==> src/rtl/toysram_ra_pkg.sv <==
// Shared encodings for the toysram array controller: FSM states, command field
// offsets and the data returned when no array supplies a word.
package toysram_ra_pkg;

   localparam logic [2:0] ST_IDLE     = 3'd0;
   localparam logic [2:0] ST_RD       = 3'd1;
   localparam logic [2:0] ST_RD_WAIT  = 3'd2;
   localparam logic [2:0] ST_RMW_RD   = 3'd3;
   localparam logic [2:0] ST_RMW_WAIT = 3'd4;
   localparam logic [2:0] ST_WR       = 3'd5;
   localparam logic [2:0] ST_ACK      = 3'd6;

   localparam int PORT_BIT = 15;
   localparam int IDX_LSB  = 16;

   localparam logic [31:0] RD_DAT_ERR = 32'h0;

endpackage

==> src/rtl/toysram_byte_merge.sv <==
// Byte-lane merge: lanes with sel set take new_dat, the rest keep old_dat.
module toysram_byte_merge (
   input  logic [3:0]  sel,
   input  logic [31:0] new_dat,
   input  logic [31:0] old_dat,
   output logic [31:0] mrg_dat
);

   always_comb begin
      mrg_dat = old_dat;
      for (int b = 0; b < 4; b++)
         if (sel[b]) mrg_dat[8*b +: 8] = new_dat[8*b +: 8];
   end

endmodule

==> src/rtl/toysram_ra_ctl.sv <==
// Multi-array register-file controller: one outstanding command, selectable read
// port, configurable read latency and byte-enable writes via read-modify-write.
module toysram_ra_ctl
   import toysram_ra_pkg::*;
#(
   parameter int NUM_RA = 2,
   parameter int ADR_W  = 5,
   parameter int RD_LAT = 1,
   parameter int IDX_W  = 3
) (
   input  logic                     clk,
   input  logic                     rst,
   input  logic                     cmd_val,
   output logic                     cmd_rdy,
   input  logic                     cmd_we,
   input  logic [31:0]              cmd_adr,
   input  logic [3:0]               cmd_sel,
   input  logic [31:0]              cmd_dat,
   output logic                     rd_ack,
   output logic [31:0]              rd_dat,
   output logic                     err,
   output logic [NUM_RA-1:0]        ra_r0_enb,
   output logic [ADR_W-1:0]         ra_r0_adr,
   input  logic [NUM_RA-1:0][31:0]  ra_r0_dat,
   output logic [NUM_RA-1:0]        ra_r1_enb,
   output logic [ADR_W-1:0]         ra_r1_adr,
   input  logic [NUM_RA-1:0][31:0]  ra_r1_dat,
   output logic [NUM_RA-1:0]        ra_w0_enb,
   output logic [ADR_W-1:0]         ra_w0_adr,
   output logic [31:0]              ra_w0_dat
);

   localparam int                CNT_W    = $clog2(RD_LAT + 1);
   localparam logic [CNT_W-1:0]  CNT_LAST = CNT_W'(RD_LAT - 1);

   logic [2:0]        state;
   logic [CNT_W-1:0]  cnt;
   logic              port_q;
   logic [IDX_W-1:0]  idx_q;
   logic [ADR_W-1:0]  adr_q;
   logic [3:0]        sel_q;
   logic [31:0]       wdat_q;
   logic [31:0]       rd_dat_q;
   logic              err_q;

   logic [IDX_W-1:0]  cmd_idx;
   logic [ADR_W-1:0]  cmd_word;
   logic              idx_ok;
   logic [NUM_RA-1:0] arr_oh;
   logic [31:0]       rd_word;
   logic [31:0]       mrg_dat;
   logic              unused_adr;

   assign cmd_idx    = cmd_adr[IDX_LSB +: IDX_W];
   assign cmd_word   = cmd_adr[ADR_W+1:2];
   assign idx_ok     = (32'(cmd_idx) < NUM_RA);
   assign unused_adr = ^{cmd_adr[31:IDX_LSB+IDX_W], cmd_adr[PORT_BIT-1:ADR_W+2], cmd_adr[1:0]};

   // port_q is forced to 0 for writes so the RMW read always comes from port 0
   always_comb begin
      arr_oh  = '0;
      rd_word = RD_DAT_ERR;
      for (int i = 0; i < NUM_RA; i++)
         if (idx_q == IDX_W'(i)) begin
            arr_oh[i] = 1'b1;
            rd_word   = port_q ? ra_r1_dat[i] : ra_r0_dat[i];
         end
   end

   toysram_byte_merge u_merge (
      .sel     (sel_q),
      .new_dat (wdat_q),
      .old_dat (rd_word),
      .mrg_dat (mrg_dat)
   );

   // enables decode straight from state so an async reset drops them at once
   assign ra_r0_enb = ((state == ST_RD && !port_q) || state == ST_RMW_RD) ? arr_oh : '0;
   assign ra_r1_enb = (state == ST_RD && port_q) ? arr_oh : '0;
   assign ra_w0_enb = (state == ST_WR && cnt == '0) ? arr_oh : '0;
   assign ra_r0_adr = adr_q;
   assign ra_r1_adr = adr_q;
   assign ra_w0_adr = adr_q;
   assign ra_w0_dat = wdat_q;
   assign cmd_rdy   = (state == ST_IDLE);
   assign rd_ack    = (state == ST_ACK);
   assign rd_dat    = rd_dat_q;
   assign err       = err_q;

   always_ff @(posedge clk or negedge rst) begin
      if (!rst) begin
         state    <= ST_IDLE;
         cnt      <= '0;
         port_q   <= 1'b0;
         idx_q    <= '0;
         adr_q    <= '0;
         sel_q    <= '0;
         wdat_q   <= '0;
         rd_dat_q <= '0;
         err_q    <= 1'b0;
      end else begin
         case (state)
            ST_IDLE: if (cmd_val) begin
               port_q   <= ~cmd_we & cmd_adr[PORT_BIT];
               idx_q    <= cmd_idx;
               adr_q    <= cmd_word;
               sel_q    <= cmd_sel;
               wdat_q   <= cmd_dat;
               rd_dat_q <= RD_DAT_ERR;
               cnt      <= '0;
               if (!idx_ok) begin
                  err_q <= 1'b1;
                  state <= ST_ACK;
               end else if (!cmd_we)       state <= ST_RD;
               else if (cmd_sel == 4'hF)   state <= ST_WR;
               else if (cmd_sel == 4'h0)   state <= ST_ACK;
               else                        state <= ST_RMW_RD;
            end
            ST_RD: begin
               cnt   <= '0;
               state <= ST_RD_WAIT;
            end
            ST_RD_WAIT:
               if (cnt == CNT_LAST) begin
                  rd_dat_q <= rd_word;
                  state    <= ST_ACK;
               end else cnt <= cnt + 1'b1;
            ST_RMW_RD: begin
               cnt   <= '0;
               state <= ST_RMW_WAIT;
            end
            ST_RMW_WAIT:
               if (cnt == CNT_LAST) begin
                  wdat_q <= mrg_dat;
                  cnt    <= '0;
                  state  <= ST_WR;
               end else cnt <= cnt + 1'b1;
            // write strobes in the first cycle; the second lets the array commit before ack
            ST_WR:
               if (cnt == '0) cnt <= cnt + 1'b1;
               else           state <= ST_ACK;
            ST_ACK:  state <= ST_IDLE;
            default: state <= ST_IDLE;
         endcase
      end
   end

endmodule

==> config.mk <==
export PLATFORM = sky130hd
export DESIGN_NAME = toysram_ra_ctl
export DESIGN_NICKNAME = d
export VERILOG_FILES = /design/src/rtl/toysram_ra_pkg.sv /design/src/rtl/toysram_byte_merge.sv /design/src/rtl/toysram_ra_ctl.sv
export SDC_FILE = /design/constraint.sdc
export NUM_CORES = 1
export LEC_CHECK = 0
export ABC_AREA = 1
export CORE_AREA = 2 2 112 114
export DETAILED_ROUTE_END_ITERATION = 8
export DIE_AREA = 0 0 114 116
export DONT_BUFFER_PORTS = 1
export GPL_ROUTABILITY_DRIVEN = 1
export GPL_TIMING_DRIVEN = 0
export SYNTH_ARGS = -nofsm -noshare
export SYNTH_HDL_FRONTEND = slang
export SYNTH_HIERARCHICAL = 1
export SYNTH_SLANG_ARGS = --single-unit
==> constraint.sdc <==
create_clock -name clk -period 3.15 [get_ports clk]
set_input_delay 0.315 -clock clk [delete_from_list [all_inputs] [get_ports clk]]
set_output_delay 0.315 -clock clk [all_outputs]
set_load 0.05 [all_outputs]
==> flow_metrics.py <==
metrics = {
    "global_routing": {
        "track_usage": 0.295,
        "met3_usage": 0.0727,
        "grt_pass1_wl_microns": 29700,
        "grt_use_met2": 0.503,
        "grt_pass1_vias": 5655,
        "antenna_found_initial": 0,
        "grt_max_degree": 83,
        "grt-busiest-layer": "met2",
        "use_met1": 0.360,
        "overflow": 0,
    },
    "sta": {
        "slew_violations": 0,
        "hold_slack_ps": 75.6,
        "rsz0062_at_grt": "false",
        "finalSetupTns_ps": 0,
        "max_freq_mhz": 345,
        "clock_skew_ps": 8.65,
        "setup_violations": 0,
        "period_share": 0.920,
        "worst_slew_pin_slew_ps": 956,
        "relSlewSlack": 0.360,
        "post-route-min-period_ps": 2900,
        "hold_viol": 0,
    },
    "synthesis": {
        "syn_nets": 1129,
        "synthDominantCellAreaShare": 0.383,
        "synth_top_cells_by_area": "nand2_1 (38%), dfrtp_1 (37%), nand3_1 (6.5%)",
        "avgSynthCellArea_sq_um": 6.00,
        "synthCells": 929,
        "yosysSeqAreaShare": 0.368,
        "ys_ff_latch": 82,
        "synth.distinct_cells": 22,
        "ys_warn_count": 6,
        "synthesis.area_sq_um": 5570,
        "yosysTopAreaCell": "nand2_1",
    },
    "clock_tree": {
        "clk_latency_ps": 350,
        "path_clk_slew_ps": 60,
        "clock_path_buffers": 2,
        "root_buffer": "clkbuf_16",
        "htreeDepth": 3,
        "numCtsBuffers": 9,
        "cts_setup_buffers": 0,
        "cts_tree": "done",
        "clock_sinks": 82,
    },
    "worst_setup_path": {
        "setup.worst_path.start_class": "flip-flop",
        "worstPathMaxFanout": 10,
        "worstPathArrival_ps": 2580,
        "r2r_cells": 10,
        "r2r_slack_ps": 910,
        "required_ps": 2830,
        "critical_path_class": "reg2out",
        "rr_startpoint": "idx_q[2]",
        "cp-end-kind": "output port",
        "r2r-end": "ra_w0_dat[28]",
    },
    "pwr": {
        "p_leak_nw": 3.52,
        "seqPwrFrac": 0.368,
        "p_switching_mw": 4.73,
        "finalPower_mw": 7.86,
        "p_per_area_nw_per_um2": 1290,
        "power_frac_comb": 0.495,
        "p_int_mw": 3.13,
        "sw_frac_of_total": 0.602,
        "clkPwrFrac": 0.137,
        "irDropWorstVdd_v": 0.000660,
    },
    "finish": {
        "nNetsFinal": 1142,
        "drive_above_1_share": 0.0623,
        "post-route-util": 0.511,
        "diodes": 0,
        "area_growth_pct": 9.28,
    },
    "detailed_routing": {
        "num_vias": 5840,
        "viasPerCell": 5.34,
        "drc_errors": 0,
        "routed_wl_microns": 19100,
        "postRouteAntennaNets": 0,
        "wire_per_inst_microns": 17.5,
        "dr.first_iter.drc_count": 397,
        "drt_pass1_iterations": 6,
    },
    "placed_design": {
        "portBuffers": 0,
        "hpwlAfterDp_microns": 14600,
        "gp_congestion": 0.925,
    },
    "hold_path": {
        "min_to": "ra_r0_adr[1]",
        "whs_path_depth": 2,
        "min_path_type": "in2reg",
        "min_from": "cmd_adr[3]",
    },
    "status": {
        "status": "finished, final reports clean",
    },
    "die": {
        "dieHeight_microns": 116,
        "rows": 40,
        "start_util": 0.468,
        "die-area_sq_um": 13200,
        "die_x_microns": 114,
        "top_level_ports": 288,
        "core_sq_um": 11900,
    },
    "flow_run": {
        "max_cap_viol_count": 0,
    },
}
==> state kept, by name, indices dropped and copies added (netlist names) <==
name and cells:
sel_q 4, err 1, cnt 1, state 3, rd_dat 32, ra_r0_adr 5, ra_w0_dat 32, port_q 1
idx_q 3
==> cell type report <==
type | instances | area [sq um]
fillers | 1287 | 5820
multi-input cells | 736 | 3010
flip-flops and latches | 82 | 2050
plain buffers | 65 | 334
clock buffers | 11 | 233
well taps | 147 | 184
inverters | 46 | 173
clock inverters | 5 | 62.6
repair buffers | 2 | 37.5
==> worst max path at each step <==
stage	startpoint	end	slack, ps	cells after the start
after floorplan	idx_q[2]	ra_r1_enb[1]	1080	4
final	idx_q[2]	ra_r0_enb[0]	250	4
after global placement	idx_q[2]	ra_r1_enb[1]	600	4
after CTS	idx_q[2]	ra_r0_enb[0]	200	4
after detailed placement	idx_q[2]	ra_r1_enb[1]	630	4
after global routing	idx_q[2]	ra_w0_enb[1]	80	4
==> critical path, cell delays in order (launching register included) <==
cell and delay [ps]:
dfrtp_1 400, nor3_2 460, clkbuf_1 490, inv_1 150, nor2_1 720
==> Yosys cell counts, drive strengths merged <==
cell type and count:
nand2 571, o21ai 70, nand4 1, o21bai 1, nand3 72, clkbuf 25
buf 40, dfrtp 82, nor3b 1, nor2 16, nor3 3, inv 46
a21oi 1
==> cells by family after synthesis <==
group / count (synthesis) / share of synthesized area
AOI/OAI and AO/OA: 72 / 0.0672
buffers and inverters: 111 / 0.0910
DFF: 82 / 0.368
and+or+nand+nor: 664 / 0.473
==> power by group through the flow <==
stage	Sequential [mW]	Combinational, mW	Clock [mW]
finish	2.89	3.89	1.08
global route	2.93	4.40	1.15
CTS	2.89	3.91	1.10
detailed placement	2.91	3.86	0
global placement	2.90	3.80	0
floorplan	2.76	2.91	0
==> cell usage in the layout, fill, tap and decap left out, types with 2 or more instances in the layout <==
master / instances
buf_1: 12
buf_2: 12
buf_4: 12
buf_6: 4
clkbuf_1: 27
clkbuf_16: 9
clkinvlp_4: 2
dfrtp_1: 82
inv_1: 41
inv_2: 5
nand2_1: 568
nand2_2: 3
nand3_1: 72
nor2_1: 13
nor2_4: 2
nor3_2: 3
o21ai_0: 37
o21ai_1: 32
==> stage by stage <==
stage,setup WS (ps),cells,instance area [sq um]
floorplan,1080,929,5570
global placement,601,1076,5750
global route,83.1,1094,6090
CTS,196,1094,6090
detailed placement,631,1076,5750
finish,253,1094,6090
==> per-layer routing <==
layer,routed length [microns],vias up
met5,0,-
met4,450,0
met2,9260,260
met3,1750,32
met1,7660,2661
li1,-,2887
==> what timing repair did <==
action / 4_1_cts / 5_1_grt
endpoints found under the hold margin: 82 / 0
gates resized for setup: 0 / 0
hold buffers: 2 / 0
Power figures use the tool's default switching activity.
